<file path="config.mk">
export PLATFORM = sky130hd
export DESIGN_NAME = scalu_sched
export DESIGN_NICKNAME = d
export VERILOG_FILES = /design/src/rtl/scalu_pkg.sv /design/src/rtl/scalu_age_pick.sv /design/src/rtl/scalu_sched.sv
export SDC_FILE = /design/constraint.sdc
export NUM_CORES = 1
export LEC_CHECK = 0
export ABC_AREA = 0
export BUFFER_PORTS_ARGS = -buffer_cell sky130_fd_sc_hd__buf_2
export CAP_MARGIN = 10
export CORE_UTILIZATION = 40
export CTS_BUF_LIST = sky130_fd_sc_hd__clkbuf_8
export CTS_CLUSTER_DIAMETER = 40
export DETAILED_ROUTE_END_ITERATION = 12
export SYNTH_ARGS = -nofsm -noshare
export SYNTH_HDL_FRONTEND = slang
export SYNTH_SLANG_ARGS = --single-unit
</file>
<file path="constraint.sdc">
create_clock -name clk -period 3.66 [get_ports clk]
set_input_delay 1.098 -clock clk [delete_from_list [all_inputs] [get_ports clk]]
set_output_delay 1.098 -clock clk [all_outputs]
set_load 0.02 [all_outputs]
</file>
<file path="src/rtl/scalu_pkg.sv">
// Shared definitions for the scalar ALU issue path: opcode encodings,
// scheduler entry layout and the wakeup helper used on every operand.
package scalu_pkg;

  localparam int TAGW   = 8;
  localparam int DATA_W = 32;
  localparam int OP_W   = 5;
  localparam int RD_W   = 6;

  // ALU function in op[3:0]; op[4] selects SUB for ADD and SRA for SRL.
  localparam logic [3:0] ALU_ADD  = 4'h0;
  localparam logic [3:0] ALU_SLL  = 4'h1;
  localparam logic [3:0] ALU_SLT  = 4'h2;
  localparam logic [3:0] ALU_SLTU = 4'h3;
  localparam logic [3:0] ALU_XOR  = 4'h4;
  localparam logic [3:0] ALU_SRL  = 4'h5;
  localparam logic [3:0] ALU_OR   = 4'h6;
  localparam logic [3:0] ALU_AND  = 4'h7;

  typedef struct packed {
    logic              rdy;
    logic [TAGW-1:0]   tag;
    logic [DATA_W-1:0] value;
  } src_t;

  typedef struct packed {
    logic [OP_W-1:0] op;
    logic [TAGW-1:0] robid;
    logic [RD_W-1:0] rd;
    src_t            src1;
    src_t            src2;
  } sched_entry_t;

  // Capture the broadcast value into a waiting operand on a full tag match.
  function automatic src_t wake(input src_t s, input logic wb_valid,
                                input logic [TAGW-1:0] wb_robid,
                                input logic [DATA_W-1:0] wb_result);
    src_t r;
    r = s;
    if (wb_valid && !s.rdy && (s.tag == wb_robid)) begin
      r.rdy   = 1'b1;
      r.value = wb_result;
    end
    return r;
  endfunction

endpackage

</file>
<file path="src/rtl/scalu_age_pick.sv">
// Age matrix for the scheduler slots plus oldest-requester one-hot select.
// older[i][j] set means slot i was allocated before slot j.
module scalu_age_pick #(
  parameter int DEPTH = 4
) (
  input  logic             clk,
  input  logic             rst_n,
  input  logic [DEPTH-1:0] alloc,
  input  logic [DEPTH-1:0] valid,
  input  logic [DEPTH-1:0] req,
  output logic [DEPTH-1:0] grant
);

  logic [DEPTH-1:0] older [DEPTH];

  // A newly allocated slot becomes younger than every currently valid slot.
  always_ff @(posedge clk or negedge rst_n) begin
    if (!rst_n) begin
      for (int i = 0; i < DEPTH; i++) older[i] <= '0;
    end else begin
      for (int i = 0; i < DEPTH; i++) begin
        for (int j = 0; j < DEPTH; j++) begin
          if (alloc[i])      older[i][j] <= 1'b0;
          else if (alloc[j]) older[i][j] <= valid[i];
        end
      end
    end
  end

  // Grant a requester only if no older slot is also requesting.
  always_comb begin
    grant = '0;
    for (int i = 0; i < DEPTH; i++) begin
      logic blocked;
      blocked = 1'b0;
      for (int j = 0; j < DEPTH; j++) begin
        if (req[j] && older[j][i]) blocked = 1'b1;
      end
      grant[i] = req[i] && !blocked;
    end
  end

endmodule

</file>
<file path="src/rtl/scalu_sched.sv">
// Issue scheduler for the single-cycle scalar ALU: buffers dispatched ops,
// wakes operands from the writeback broadcast and issues the oldest ready op.
module scalu_sched
  import scalu_pkg::*;
#(
  parameter int DEPTH = 4,
  parameter int TAGW  = scalu_pkg::TAGW
) (
  input  logic            clk,
  input  logic            rst_n,
  input  logic            disp_valid,
  output logic            disp_ready,
  input  logic [4:0]      disp_op,
  input  logic [TAGW-1:0] disp_robid,
  input  logic [5:0]      disp_rd,
  input  logic            disp_op1_rdy,
  input  logic            disp_op2_rdy,
  input  logic [TAGW-1:0] disp_op1_tag,
  input  logic [TAGW-1:0] disp_op2_tag,
  input  logic [31:0]     disp_op1,
  input  logic [31:0]     disp_op2,
  input  logic            wb_valid,
  input  logic [TAGW-1:0] wb_robid,
  input  logic [31:0]     wb_result,
  output logic            exers_scalu_issue,
  output logic [4:0]      exers_scalu_op,
  output logic [TAGW-1:0] exers_robid,
  output logic [5:0]      exers_rd,
  output logic [31:0]     exers_op1,
  output logic [31:0]     exers_op2,
  input  logic            scalu_stall,
  input  logic            rob_flush
);

  logic [DEPTH-1:0] valid;
  logic [DEPTH-1:0] ready;
  logic [DEPTH-1:0] grant;
  logic [DEPTH-1:0] free_oh;
  logic [DEPTH-1:0] alloc;
  logic [DEPTH-1:0] release_oh;
  logic             accept;
  logic             fire;
  sched_entry_t     ent [DEPTH];
  sched_entry_t     new_ent;
  sched_entry_t     sel;

  // Full when every slot is valid; a free in the same cycle is not counted.
  always_comb begin
    disp_ready = ~&valid;
    accept     = disp_valid && disp_ready && !rob_flush;
  end

  // Lowest-index free slot as a one-hot vector.
  always_comb begin
    free_oh = '0;
    for (int i = DEPTH - 1; i >= 0; i--) begin
      if (!valid[i]) begin
        free_oh    = '0;
        free_oh[i] = 1'b1;
      end
    end
    alloc = accept ? free_oh : '0;
  end

  // Incoming entry, with same-cycle writeback capture on its waiting operands.
  always_comb begin
    new_ent.op         = disp_op;
    new_ent.robid      = disp_robid;
    new_ent.rd         = disp_rd;
    new_ent.src1.rdy   = disp_op1_rdy;
    new_ent.src1.tag   = disp_op1_tag;
    new_ent.src1.value = disp_op1;
    new_ent.src2.rdy   = disp_op2_rdy;
    new_ent.src2.tag   = disp_op2_tag;
    new_ent.src2.value = disp_op2;
    new_ent.src1       = wake(new_ent.src1, wb_valid, wb_robid, wb_result);
    new_ent.src2       = wake(new_ent.src2, wb_valid, wb_robid, wb_result);
  end

  // Readiness comes from registered state only, so wakeup never bypasses into select.
  always_comb begin
    for (int i = 0; i < DEPTH; i++) begin
      ready[i] = valid[i] && ent[i].src1.rdy && ent[i].src2.rdy;
    end
  end

  scalu_age_pick #(.DEPTH(DEPTH)) u_age_pick (
    .clk   (clk),
    .rst_n (rst_n),
    .alloc (alloc),
    .valid (valid),
    .req   (ready),
    .grant (grant)
  );

  // Issue mux: OR of the granted slot, all zero when nothing is ready.
  always_comb begin
    sel = '0;
    for (int i = 0; i < DEPTH; i++) begin
      if (grant[i]) sel = sel | ent[i];
    end
    exers_scalu_issue = (|ready) && !rob_flush;
    exers_scalu_op    = sel.op;
    exers_robid       = sel.robid;
    exers_rd          = sel.rd;
    exers_op1         = sel.src1.value;
    exers_op2         = sel.src2.value;
    fire              = exers_scalu_issue && !scalu_stall;
    release_oh        = fire ? grant : '0;
  end

  // Slot occupancy: flush clears everything, otherwise free the issued slot and fill the new one.
  always_ff @(posedge clk or negedge rst_n) begin
    if (!rst_n)         valid <= '0;
    else if (rob_flush) valid <= '0;
    else                valid <= (valid & ~release_oh) | alloc;
  end

  // Entry payload: written on allocation, otherwise waiting operands snoop writeback.
  always_ff @(posedge clk) begin
    for (int i = 0; i < DEPTH; i++) begin
      if (alloc[i]) begin
        ent[i] <= new_ent;
      end else begin
        ent[i].src1 <= wake(ent[i].src1, wb_valid, wb_robid, wb_result);
        ent[i].src2 <= wake(ent[i].src2, wb_valid, wb_robid, wb_result);
      end
    end
  end

endmodule

</file>
==> run metrics <==
power per standard cell area 463 nW/um^2; crit end category output port; Setup-failing EPs final 0; grt met2 use 40.3%; largest net degree at the start of global routing 81; # IOs 232; CTS root buf clkbuf_8; Tmin final 3.60 ns; status complete, but fails checks; Clock Tree Buf Depth 3; Std-Cell Rows 81; Filler cells 4347; failing checks design-rule violations; Clock Sinks 420; gr busiest metal met2; die area 50900 sq um; Area Growth Syn to Fin 21.4%; CP Data Arrival Time 2.50 ns; peak supply drop 363 uV; First DRT Iteration DRCs 1605; top cells by area, synth edfxtp_1 59%, nand2_1 8.0%, mux2_2 7.2%; Nets 2016; Seq/Total Area, Yosys 62.3%; CP startpoint kind flop; Reg-to-Reg Start valid[1]$_DFF_PN0_; Int Pwr 8.34 mW; total core area 49200 sq um; Synth async-reset ratio 3.81%; total CTS buffers 79; synth warn 0; FF-to-FF End ent[1][56]$_DFFE_PP_; met1 Use GR 31.7%; clk_lat worst skew 0.68 ns; post-synthesis register bit count 420; post-DR vias/cell 5.79; worst reg2reg path depth 6; Syn Area/Cell 12.3 sq um; Seq. cell area 12500 sq um; routed length per instance 24.4 microns; Sw Share 25.8%; Net Sw Power 2.91 mW; drt first pass iters 10; Design Power 11.2 mW; area of the multi-input gates 7190 sq um; Slew Limit Fails 0; total track usage 24.6%; Post-route DRC 2; H-tree depth 3; Syn Inst Count 1626; Worst EP required 2.56 ns; vias in the first global route 14800; critical path class flop to output port; Die H 226 microns; RSZ-0062 raised after global routing yes; logic gate share of total power 10.7%; Synth area leader edfxtp_1; CTS tree yes; Flop pwr share 49.0%; layout cells sized above 1 31.1%; DP HPWL 37400 microns; syn_nets 1773; Post-Layout Cell Count 2599; Clock Skews 0.0352 ns; Tcrit/Tclk final 98.4%; Max FO, Critical Path 15; routed wire length 63500 microns; first-pass GRT wire length 92300 microns; # hold bufs at CTS 0; grt total ovfl 0; MaxCap Viol Count 0; clock share of power 40.3%; Tightest Pin Transition 1.06 ns; min-delay worst type primary input to asynchronous set/reset pin; Initial Utilization 40.7%; post-synth cell types 50; I/O Buffers 231; Vias 15100; initial antenna violation count 11; Mapped Area 20000 sq um; Die W 226 microns; GPL Wtd Cong 0.859; Lkg Pwr 9.00 nW; Max Fclk 278 MHz; clock slew at reported path FFs 0.06 ns; dpl cells 2432; met3 usage 5.95%; EDFF count, synth 396; predominant post-synthesis flop cell edfxtp_1; Fin. Hold Viols 0; share of the synthesized area in the top cell type 59.5%; post-route ant nets 0; FF-to-FF setup slack 1.23 ns; Slew HR 29.3%
[critical path, cell delays in order (launching register included)]
cell and delay (ns):
dfrtp_2 0.45, and3_4 0.19, and4_4 0.24, buf_16 0.18, a222oi_1 0.38, nand2_1 0.22
buf_6 0.19
[layer usage]
metal  vias to the layer above  part of all wire (%)
li1                       6758                     -
met3                       115                   8.5
met2                       698                    48
met4                         8                   2.6
met5                         -                 0.079
met1                      7479                    41
[cells in the final DEF, fill, tap and decap left out, drive strengths merged, types with 6 or more instances in the layout]
master	n
dfxtp	8
dfrtp	16
clkbuf	84
nor4	9
xor2	55
o211ai	114
xnor2	22
o311ai	9
bufinv	6
buf	311
clkinvlp	6
nor4b	34
o21ai	8
nand2	424
clkinv	25
nor3	13
a222oi	83
nand4	54
nand3	9
nor2	14
edfxtp	396
nand2b	7
inv	36
mux2	128
[metrics by stage]
| step | TNS (ns) | worst slack, ns | util, % | hold slack [ns] | instance area, sq um |
|---|---|---|---|---|---|
| 5_1_grt | -0.111 | -0.0322 | 49.4 | 0.322 | 24300 |
| 2_1_floorplan | -0.231 | -0.0257 | - | 0.447 | 20000 |
| 6_report | 0 | 0.0574 | 49.4 | 0.348 | 24300 |
| 3_3_place_gp | 0 | 0.212 | 45.4 | 0.464 | 22300 |
| 3_5_place_dp | 0 | 0.202 | 45.4 | 0.465 | 22300 |
| 4_1_cts | 0 | 0.00186 | 49.0 | 0.315 | 24100 |
[cell usage after synthesis (3+ instances only)]
| library cell | count |
|---|---|
| o41ai_1 | 4 |
| buf_1 | 46 |
| xnor2_1 | 22 |
| dfxtp_1 | 8 |
| a41oi_1 | 5 |
| nor4b_1 | 34 |
| nor4_1 | 8 |
| nor3_1 | 13 |
| buf_2 | 26 |
| mux2_2 | 128 |
| a21oi_1 | 4 |
| o211ai_1 | 114 |
| edfxtp_1 | 396 |
| and3_1 | 5 |
| a222oi_1 | 83 |
| o311ai_0 | 9 |
| buf_4 | 6 |
| mux2i_1 | 4 |
| nand2_1 | 424 |
| a31oi_1 | 5 |
| nand2b_1 | 7 |
| o21ai_0 | 8 |
| nand4_1 | 54 |
| nor2_1 | 14 |
| and4_1 | 5 |
| dfrtp_1 | 16 |
| a22oi_1 | 3 |
| inv_1 | 8 |
| clkbuf_1 | 79 |
| xor2_1 | 55 |
| nand3_1 | 9 |
[cell type report]
cell class                      instances  share of cell area (%)
Tap cell                              664                    3.42
Inverter                               11                   0.186
Sequential cell                       420                    51.4
Multi-Input combinational cell       1042                    29.6
Timing Repair Buffer                  315                    8.95
Clock inverter                         62                    1.84
Antenna cell                            5                  0.0516
Clock buffer                           80                    4.54
[timing repair]
action	4_1_cts	5_1_grt
pin swaps	14	13
gates cloned	5	4
setup buffers	7	4
gates resized for setup	17	15
endpoints found under the setup margin	81	51
[flip-flops by register name, indices dropped and copies added, names as in the netlist]
| name | count |
|---|---|
| u_age_pick.older | 12 |
| ent | 404 |
| valid | 4 |
[power groups by stage]
stage | sequential [mW] | combinational, mW | clock (mW)
final | 5.51 | 1.20 | 4.53
after detailed placement | 5.60 | 1.17 | 0
after global routing | 5.52 | 1.30 | 4.83
after CTS | 5.51 | 1.20 | 4.63
after floorplan | 5.58 | 0.676 | 0
after global placement | 5.59 | 1.14 | 0
[cell families (layout without fill, tap and decap cells)]
family	count (synthesis)	count (layout)	synth area share (%)
XOR/XNOR	77	77	3.37
multiplexers	132	132	7.41
other	0	5	0
AND/OR/NAND/NOR	585	585	13.3
buffers and inverters	168	468	3.43
AO/OA/AOI/OAI	244	248	10.2
flip-flops	420	420	62.3
[worst max-delay path by stage]
stage	startpoint	endpoint	slack, ns	cells after the start
floorplan	rob_flush	ent[3][22]$_DFFE_PP_	-0.03	8
global placement	wb_robid[5]	ent[2][47]$_DFFE_PP_	0.21	7
detailed placement	wb_robid[5]	ent[2][47]$_DFFE_PP_	0.20	7
CTS	valid[2]$_DFF_PN0_	exers_rd[2]	0.002	6
global route	valid[1]$_DFF_PN0_	exers_op2[0]	-0.03	6
finish	valid[2]$_DFF_PN0_	exers_op2[0]	0.06	6
No activity file was read; power rests on OpenSTA's default activity.
